===== src/rtl/cond_pkg.sv =====
// cond_pkg: shared definitions for the conditional-execution unit.
//   - ARM-style condition codes (COND_EQ .. COND_NV)
//   - NZCV bit positions within a flags word
//   - flags_t (4-bit {N,Z,C,V}) and exmem_t (EX/MEM strobe bundle)
package cond_pkg;

  localparam logic [3:0] COND_EQ = 4'h0;
  localparam logic [3:0] COND_NE = 4'h1;
  localparam logic [3:0] COND_CS = 4'h2;
  localparam logic [3:0] COND_CC = 4'h3;
  localparam logic [3:0] COND_MI = 4'h4;
  localparam logic [3:0] COND_PL = 4'h5;
  localparam logic [3:0] COND_VS = 4'h6;
  localparam logic [3:0] COND_VC = 4'h7;
  localparam logic [3:0] COND_HI = 4'h8;
  localparam logic [3:0] COND_LS = 4'h9;
  localparam logic [3:0] COND_GE = 4'hA;
  localparam logic [3:0] COND_LT = 4'hB;
  localparam logic [3:0] COND_GT = 4'hC;
  localparam logic [3:0] COND_LE = 4'hD;
  localparam logic [3:0] COND_AL = 4'hE;
  localparam logic [3:0] COND_NV = 4'hF;

  localparam int FLAG_N = 3;
  localparam int FLAG_Z = 2;
  localparam int FLAG_C = 1;
  localparam int FLAG_V = 0;

  typedef logic [3:0] flags_t;

  // Registered EX/MEM strobes
  typedef struct packed {
    logic valid;
    logic pc_src;
    logic reg_write;
    logic mem_write;
    logic branch_take;
    logic cond_ex;
  } exmem_t;

endpackage


===== src/rtl/cond_eval.sv =====
// cond_eval: combinational ARM condition evaluation.
//   cond      in  4  condition field
//   flags     in  4  {N,Z,C,V}
//   nv_always in  1  result for cond 4'b1111
//   cond_ex   out 1  condition passes
module cond_eval
  import cond_pkg::*;
(
  input  logic [3:0] cond,
  input  flags_t     flags,
  input  logic       nv_always,
  output logic       cond_ex
);

  logic n, z, c, v;
  assign n = flags[FLAG_N];
  assign z = flags[FLAG_Z];
  assign c = flags[FLAG_C];
  assign v = flags[FLAG_V];

  always_comb begin
    cond_ex = 1'b0;
    case (cond)
      COND_EQ: cond_ex = z;
      COND_NE: cond_ex = ~z;
      COND_CS: cond_ex = c;
      COND_CC: cond_ex = ~c;
      COND_MI: cond_ex = n;
      COND_PL: cond_ex = ~n;
      COND_VS: cond_ex = v;
      COND_VC: cond_ex = ~v;
      COND_HI: cond_ex = ~z & c;
      COND_LS: cond_ex = z | ~c;
      COND_GE: cond_ex = (n == v);
      COND_LT: cond_ex = (n != v);
      COND_GT: cond_ex = ~z & (n == v);
      COND_LE: cond_ex = z | (n != v);
      COND_AL: cond_ex = 1'b1;
      COND_NV: cond_ex = nv_always;
      default: cond_ex = 1'b0;
    endcase
  end

endmodule


===== src/rtl/cond_exec_unit.sv =====
// cond_exec_unit: execute-stage conditional-execution unit.
// Keeps NZCV flags plus a saved shadow per hardware context, evaluates the
// instruction condition against the selected context and registers the gated
// strobes into EX/MEM. Counts annulled (condition-failed) instructions.
//   clk, reset (async, active-high)
//   in_valid/stall/flush         pipeline control
//   ctx, cond                    context select, condition field
//   pcs/reg_w/mem_w/branch/no_write  decoder strobes
//   flag_w, alu_flag             flag update enables {NZ,CV} and ALU flags
//   flag_save/flag_restore       shadow copy controls
//   cnt_clr                      clear annul counter
//   out_valid..cond_ex_q         registered EX/MEM results
//   flags_o                      flags[ctx], combinational
//   annul_cnt                    saturating annul count
module cond_exec_unit
  import cond_pkg::*;
#(
  parameter  int NCTX       = 2,
  parameter  int GATE_FLAGS = 1,
  parameter  int NV_ALWAYS  = 0,
  parameter  int CNT_W      = 16,
  localparam int CTXW       = (NCTX > 1) ? $clog2(NCTX) : 1
) (
  input  logic             clk,
  input  logic             reset,
  input  logic             in_valid,
  input  logic             stall,
  input  logic             flush,
  input  logic [CTXW-1:0]  ctx,
  input  logic [3:0]       cond,
  input  logic             pcs,
  input  logic             reg_w,
  input  logic             mem_w,
  input  logic             branch,
  input  logic             no_write,
  input  logic [1:0]       flag_w,
  input  logic [3:0]       alu_flag,
  input  logic             flag_save,
  input  logic             flag_restore,
  input  logic             cnt_clr,
  output logic             out_valid,
  output logic             pc_src,
  output logic             reg_write,
  output logic             mem_write,
  output logic             branch_take,
  output logic             cond_ex_q,
  output logic [3:0]       flags_o,
  output logic [CNT_W-1:0] annul_cnt
);

  flags_t           flags_q [NCTX];
  flags_t           flags_d [NCTX];
  flags_t           saved_q [NCTX];
  flags_t           saved_d [NCTX];
  exmem_t           out_q, out_d;
  logic [CNT_W-1:0] cnt_q, cnt_d;

  logic   ctx_ok, accept, upd, eval_ex, cond_ex;
  flags_t cur_flags, new_flags;
  logic [1:0] fw;

  // Out-of-range contexts see zero flags, fail the condition and touch no state.
  assign ctx_ok    = (int'(ctx) < NCTX);
  assign cur_flags = ctx_ok ? flags_q[ctx] : '0;

  cond_eval u_eval (
    .cond      (cond),
    .flags     (cur_flags),
    .nv_always (NV_ALWAYS != 0),
    .cond_ex   (eval_ex)
  );

  assign cond_ex = ctx_ok & eval_ex;
  assign accept  = in_valid & ~stall & ~flush;
  assign upd     = accept & ctx_ok;
  assign fw      = flag_w & {2{cond_ex | (GATE_FLAGS == 0)}};

  // Restore overrides ALU writes; save always captures the pre-edge value,
  // so save+restore together swaps the two banks.
  always_comb begin
    new_flags = cur_flags;
    if (fw[1])        new_flags[FLAG_N:FLAG_Z] = alu_flag[FLAG_N:FLAG_Z];
    if (fw[0])        new_flags[FLAG_C:FLAG_V] = alu_flag[FLAG_C:FLAG_V];
    if (flag_restore) new_flags = saved_q[ctx];
  end

  always_comb begin
    flags_d = flags_q;
    saved_d = saved_q;
    if (upd) begin
      flags_d[ctx] = new_flags;
      if (flag_save) saved_d[ctx] = cur_flags;
    end
  end

  // Flush beats stall; stall holds; otherwise capture or bubble.
  always_comb begin
    out_d = '0;
    if (flush) begin
      out_d = '0;
    end else if (stall) begin
      out_d = out_q;
    end else if (in_valid) begin
      out_d.valid       = 1'b1;
      out_d.cond_ex     = cond_ex;
      out_d.pc_src      = pcs & cond_ex;
      out_d.reg_write   = reg_w & cond_ex & ~no_write;
      out_d.mem_write   = mem_w & cond_ex;
      out_d.branch_take = branch & cond_ex;
    end
  end

  // Counter holds on stall/flush edges; clear wins over increment.
  always_comb begin
    cnt_d = cnt_q;
    if (!stall && !flush) begin
      if (cnt_clr)
        cnt_d = '0;
      else if (upd && !cond_ex && (cnt_q != {CNT_W{1'b1}}))
        cnt_d = cnt_q + 1'b1;
    end
  end

  always_ff @(posedge clk or posedge reset) begin
    if (reset) begin
      for (int i = 0; i < NCTX; i++) begin
        flags_q[i] <= '0;
        saved_q[i] <= '0;
      end
      out_q <= '0;
      cnt_q <= '0;
    end else begin
      flags_q <= flags_d;
      saved_q <= saved_d;
      out_q   <= out_d;
      cnt_q   <= cnt_d;
    end
  end

  assign out_valid   = out_q.valid;
  assign pc_src      = out_q.pc_src;
  assign reg_write   = out_q.reg_write;
  assign mem_write   = out_q.mem_write;
  assign branch_take = out_q.branch_take;
  assign cond_ex_q   = out_q.cond_ex;
  assign flags_o     = cur_flags;
  assign annul_cnt   = cnt_q;

endmodule

===== config.mk =====
export PLATFORM = sky130hd
export DESIGN_NAME = cond_exec_unit
export DESIGN_NICKNAME = d
export VERILOG_FILES = /design/src/rtl/cond_pkg.sv /design/src/rtl/cond_eval.sv /design/src/rtl/cond_exec_unit.sv
export SDC_FILE = /design/constraint.sdc
export NUM_CORES = 1
export LEC_CHECK = 0
export CORE_ASPECT_RATIO = 1.5
export CORE_UTILIZATION = 40
export CTS_BUF_LIST = sky130_fd_sc_hd__clkbuf_4
export CTS_CLUSTER_DIAMETER = 200
export DETAILED_ROUTE_END_ITERATION = 7
export PLACE_DENSITY = 0.77
export SETUP_SLACK_MARGIN = 0.15
export SYNTH_ARGS = -nofsm -noshare
export SYNTH_HDL_FRONTEND = slang
export SYNTH_HIERARCHICAL = 1
export SYNTH_SLANG_ARGS = --single-unit

===== constraint.sdc =====
create_clock -name clk -period 2.6 [get_ports clk]
set_clock_uncertainty 0.1 [all_clocks]
set_input_delay 0.39 -clock clk [delete_from_list [all_inputs] [get_ports clk]]
set_output_delay 0.39 -clock clk [all_outputs]
set_load 0.02 [all_outputs]

### After elaboration in Yosys (flattened, before gate mapping)

Index checks and enable logic that the tools add are counted.

* register bits: 38
* input bits: 24
* word-level logic and storage cells: 83
* output and inout port bits: 26

* reduce and logical (&&, ||, !) cells: 11
* $lt $le $gt $ge: 2
* equality and inequality tests: 19
* add/subtract/negate cells: 1
* muxes and demuxes: 19
* bitwise logic cells: 20

Operators with widths (count)
* equality test 4 bit (second input constant): 8
* 2-to-1 mux 16 bit: 2
* 2-to-1 mux 4 bit: 8
* 2-to-1 mux 6 bit: 3
* adder 16 x 1 -> 16 bit (second input constant): 1
* bitwise mux 8 bit: 2
* equality test 4 x 3 -> 1 bit (second input constant): 4
* inequality test 16 bit (second input constant): 1
* case mux 1 bit (16 select lines): 1
* bitwise AND 1 bit: 9
* equality test 4 x 2 -> 1 bit (second input constant): 2
* inverter 1 bit: 7
* demux 4 bit (select 1 bit): 1
* equality test 4 x 1 -> 1 bit (second input constant): 1
* logical AND 1 bit: 4
* logical NOT 4 bit: 1
* 2-to-1 mux 2 bit: 2
* AND reduction 2 bit: 2
* logical NOT 1 bit: 3
* bitwise AND 2 bit: 1
* greater-or-equal comparator 2 bit (second input constant): 1
* < comparator 2 x 1 -> 1 bit (second input constant): 1
* inequality test 2 x 1 -> 1 bit (second input constant): 1
* inverter 1 -> 2 bit: 1
* other kinds (4): 5

### Longest topological paths before layout

* word-level depth: 12
* mapped depth: 12

### Cells and area by module

Netlist, hierarchy kept.

By module, submodules not included
* cond_exec_unit: instances 1, seq. area each 950.9 um^2, cells an instance 232, area an instance 2173.3 um^2
* cond_eval: instances 1, seq. area each 0.0 um^2, cells an instance 27, area an instance 210.2 um^2

### Worst setup path before layout

No wires, ideal clock.

* kind: in2reg
* start point: input ctx
* end point: register cnt_q[13] (netlist: annul_cnt[13])
* library setup time: 0.118 ns
* arrival time: 3.059 ns
* data required time: 2.382 ns
* buffers on the path: 2
* path slack: -0.677 ns
* stages on the path: 12
* path through: buf_2 mux2i_1 inv_1 xnor2_1 a22oi_2 mux2_4 o311ai_2 or4b_1 buf_4 nor4_4 nand4_1 a21o_1

* cells in the longest elaborated chain, start to end: 12
* elaborated cells on any way between the ends: 20
* classes of those cells: 2 x eq/ne; 4 x mux; 9 x bitwise; 5 x reduce/logical

RTL lines
* start: declaration: RTL line cond_exec_unit.sv:29 `input logic [CTXW-1:0] ctx,`
* inverter 1 -> 2 bit (implied by the code) *: RTL line cond_exec_unit.sv:64 `assign cur_flags = ctx_ok ? flags_q[ctx] : '0;`
* 2-to-1 mux 4 bit (implied by the code) * (3 in series): RTL line cond_exec_unit.sv:64
* via flags_o[3]: RTL line cond_exec_unit.sv:47 `output logic [3:0] flags_o,`
* inequality test 1 bit or equality test 1 bit (tied branches)
* bitwise OR 1 bit or bitwise AND 1 bit (tied branches): RTL line cond_eval.sv:37, cond_eval.sv:36
* case mux 1 bit (16 select lines) *: RTL line cond_eval.sv:23 `case (cond)`
* via cond_ex: RTL line cond_exec_unit.sv:58 `logic ctx_ok, accept, upd, eval_ex, cond_ex;`
* logical NOT 1 bit *: RTL line cond_exec_unit.sv:119 `else if (upd && !cond_ex && (cnt_q != {CNT_W{1'b1}}))`
* logical AND 1 bit * (2 in series): RTL line cond_exec_unit.sv:119
* nonzero test 2 bit (no source line) *
* AND reduction 2 bit (no source line) *
* end signal: assignment: RTL line cond_exec_unit.sv:136 `cnt_q <= cnt_d;`
* end: declaration: RTL line cond_exec_unit.sv:56 `logic [CNT_W-1:0] cnt_q, cnt_d;`

The timed path passes the listed nets; every way through them passes the cells marked *. The select of a mux whose other input is x is not followed.
A chain may end at the register's enable or synchronous reset.

### Final worst setup path

* start point: register flags_q[2] (netlist bit)
* end point: register cnt_q[4] (netlist: annul_cnt[4])

* cells in the longest elaborated chain, start to end: 11
* elaborated cells on any way between the ends: 14
* classes of those cells: 4 x mux; 5 x bitwise; 5 x reduce/logical

RTL lines
* start: declaration: RTL line cond_exec_unit.sv:51 `flags_t flags_q [NCTX];`
* start signal: assignment: RTL line cond_exec_unit.sv:133 `flags_q <= flags_d;`
* 2-to-1 mux 4 bit (implied by the code) * (3 in series): RTL line cond_exec_unit.sv:64
* inverter 1 bit: RTL line cond_eval.sv:25, cond_eval.sv:32, cond_eval.sv:36
* bitwise AND 1 bit (on tied branches): RTL line cond_eval.sv:36, cond_eval.sv:32
* case mux 1 bit (16 select lines) *: RTL line cond_eval.sv:23
* via cond_ex: RTL line cond_exec_unit.sv:58
* logical NOT 1 bit *: RTL line cond_exec_unit.sv:119
* logical AND 1 bit * (2 in series): RTL line cond_exec_unit.sv:119
* nonzero test 2 bit (no source line) *
* AND reduction 2 bit (no source line) *

Marks and branches as above.

==> impl_metrics.py <==
metrics = {
    "sta": {
        "maxSlewViolCount": 0,
        "setup_ws_ps": -257,
        "final-hold-violation-count": 0,
        "finalSetupViolCount": 28,
        "period_minus_slack_ps": 2860,
        "fin_crit_sh": 1.10,
        "clock.fmax_ghz": 0.350,
        "rsz0062_at_grt": "true",
    },
    "route": {
        "routed_wl_mm": 7.31,
        "vias_per_cell": 5.64,
        "wl_per_cell_um": 17.2,
        "post-route-drc-count": 0,
        "drt-initial-drc-count": 123,
        "drtAntennaViolNets": 0,
        "first_pass_iters": 4,
        "dr_total_vias": 2403,
    },
    "clock_network": {
        "clk_pin_slew_ps": 140,
        "cts-root-buf": "clkbuf_4",
        "clkLatencyLatePin_ps": 370,
        "cts.sinks": 38,
        "clockBufferDepth": 2,
        "cts_tree": "done",
        "numCtsBuffers": 5,
        "htreeDepth": 2,
    },
    "worst_setup_path": {
        "crit_path_max_fanout": 5,
        "worstPathArrival_ps": 3060,
        "worstSetupPathType": "reg2reg",
        "cp-end-kind": "flip-flop",
        "crit_required_ps": 2810,
        "ff2ff_setup_slack_ps": -260,
        "reg2reg_depth": 13,
        "rr_startpoint": "flags_q[2]",
        "r2r-end": "annul_cnt[4]",
        "worst_setup_path_start_kind": "flip-flop",
    },
    "final_layout": {
        "design_area_um2": 3750,
        "drive_gt1_frac": 0.331,
        "fin_nets": 378,
        "n_antenna_cell": 0,
        "syn_to_final_growth_pct": 57.4,
    },
    "floorplanning": {
        "fp.dieW_um": 65.0,
        "row_count": 34,
        "core_um2": 5790,
        "die-area_um2": 6280,
        "initial_core_util": 0.412,
        "boundaryPins": 50,
        "die_h_um": 96.5,
    },
    "placed_design": {
        "place_congestion": 0.877,
        "port_buffers": 49,
        "placed_cell_area_um2": 3230,
        "post-dp-hpwl_mm": 4.63,
    },
    "global_route": {
        "grt_pass1_vias": 2350,
        "antenna_found_initial": 0,
        "overflow": 0,
        "grt_usage": 0.230,
        "grt_max_degree": 39,
        "grt_pass1_wl_mm": 11.1,
    },
    "min_path": {
        "min_path_type": "in2async",
    },
    "synthesis": {
        "ys_ff_latch": 38,
        "synth_seq_area_share": 0.399,
        "synth.avg_cell_area_um2": 9.20,
        "ys.flop_type": "dfrtp_1",
        "synth_cell_type_count": 61,
        "synth_area_um2": 2380,
        "syn_nets": 284,
        "synth-async-reset-ratio": 1.00,
        "synth_edf_count": 0,
        "syn_inst": 259,
        "ys_warn_count": 6,
    },
    "power_and_ir_drop": {
        "total_power_mw": 2.14,
        "cellPowerDensity_nw_per_um2": 572,
        "leakagePower_nw": 1.58,
        "max-vdd-ir-drop_mv": 0.272,
    },
    "run_status": {
        "failed_checks": "negative setup slack",
        "status": "finished, violations left",
    },
    "flow_run": {
        "drv_cap": 0,
    },
}
## metal layers
metal	part of all wire	vias to the layer above	track usage	wire [µm]
met5	0	-	0	0
met2	0.55	62	0.430	4020
met4	0.023	0	0.0851	165
li1	-	1153	-	-
met1	0.39	1176	0.266	2870
met3	0.035	12	0.0293	258
## placed cells by master, fill, tap and decap left out, types with 5 or more instances in the layout
master / instances
buf_6: 6
o21ai_0: 5
nand2_1: 19
clkdlybuf4s50_1: 46
clkbuf_4: 5
a21oi_2: 10
nor3_1: 5
dfrtp_1: 38
nand4_1: 6
nand3_1: 8
buf_4: 42
mux2i_1: 10
nor2_1: 24
a21oi_1: 12
nor2b_1: 7
mux2_4: 5
## synth_stat cells (2+ instances only)
master	count	share of area
a211oi_1	2	0.0063
xor2_1	2	0.0074
clkbuf_1	9	0.014
nand4_1	6	0.016
o21ai_0	8	0.017
nand2_1	23	0.036
a21oi_1	23	0.048
a31oi_1	5	0.013
a22oi_1	2	0.0063
nand3_1	9	0.019
mux2_2	4	0.019
a21o_1	2	0.0063
or3_1	3	0.0079
dfrtp_1	38	0.40
nor4_4	2	0.018
and3_1	4	0.010
nor2_1	25	0.039
inv_1	7	0.011
xnor2_1	2	0.0074
or4_1	2	0.0063
mux2i_1	14	0.059
nor3b_1	3	0.0094
a221o_1	3	0.013
nor3_1	5	0.010
o211ai_1	3	0.0094
nor4_1	4	0.010
a31o_2	2	0.0074
nand2b_1	4	0.010
and4_1	3	0.011
nor2b_1	7	0.018
buf_2	3	0.0063
## state kept, by name, summed over array words and instances, names as in the netlist
name,flops
annul_cnt,16
branch_take,1
cond_ex_q,1
flags_q,8
mem_write,1
out_valid,1
pc_src,1
reg_write,1
saved_q,8
## how the worst max path moves through the flow
stage	end	from	slack [ps]	cells after the start
after detailed placement	annul_cnt[10]	ctx	-920	13
after floorplan	annul_cnt[13]	ctx	-310	12
after global routing	annul_cnt[4]	flags_q[2]	-390	13
final	annul_cnt[4]	flags_q[2]	-260	13
after CTS	annul_cnt[14]	flags_q[2]	-260	11
after global placement	annul_cnt[10]	ctx	-870	13
## worst max-delay path, stage by stage, from the launching register on
cell and delay [ps]:
dfrtp_1 440, mux2i_4 170, inv_2 80, and3b_1 250, a22oi_2 80, mux2_4 220, o311ai_4 90, buf_4 160
buf_6 120, nor4b_4 270, buf_6 170, nand4_1 120, or4_1 420, nand3_1 110
## timing repair
item                       4_1_cts  5_1_grt
gates resized for setup         38       20
setup buffers                   14        8
setup endpoints to repair       33       29
pin swaps                       20       12
hold buffers                     0        0
## power by group
part	internal, mW	switching [mW]
Clock	0.202	0.223
Sequential	0.683	0.0948
Combinational	0.515	0.427
Total	1.40	0.745
## cell type report
cell class | count | area [µm²]
Fill cell | 466 | 2030
Multi-Input combinational cell | 199 | 1650
Sequential cell | 38 | 951
Timing Repair Buffer | 101 | 941
Tap cell | 72 | 90.1
Clock inverter | 3 | 45.0
Clock buffer | 5 | 37.5
Inverter | 8 | 35.0
## per-stage QoR
stage,TNS [ps],utilization,setup slack (ps),instances,hold WS (ps)
3_5_place_dp,-22440,0.558,-922,396,380
2_1_floorplan,-2920,-,-309,259,350
5_1_grt,-6940,0.648,-386,426,373
3_3_place_gp,-20940,0.558,-871,396,364
4_1_cts,-2740,0.615,-257,418,345
6_report,-4220,0.648,-257,426,312
## logic make-up (layout without fill, tap and decap cells)
| group | count (synthesis) | after routing | share of synthesized area |
|---|---|---|---|
| and+or+nand+nor | 112 | 112 | 0.278 |
| AOI/OAI and AO/OA | 62 | 62 | 0.176 |
| other | 1 | 1 | 0.00157 |
| DFF | 38 | 38 | 0.399 |
| xor gates and xnor gates | 4 | 4 | 0.0147 |
| muxes | 19 | 19 | 0.0840 |
| buffers and inverters | 22 | 117 | 0.0409 |
| adders and majority gates | 1 | 1 | 0.00525 |
(Power assumes the default switching activity.)
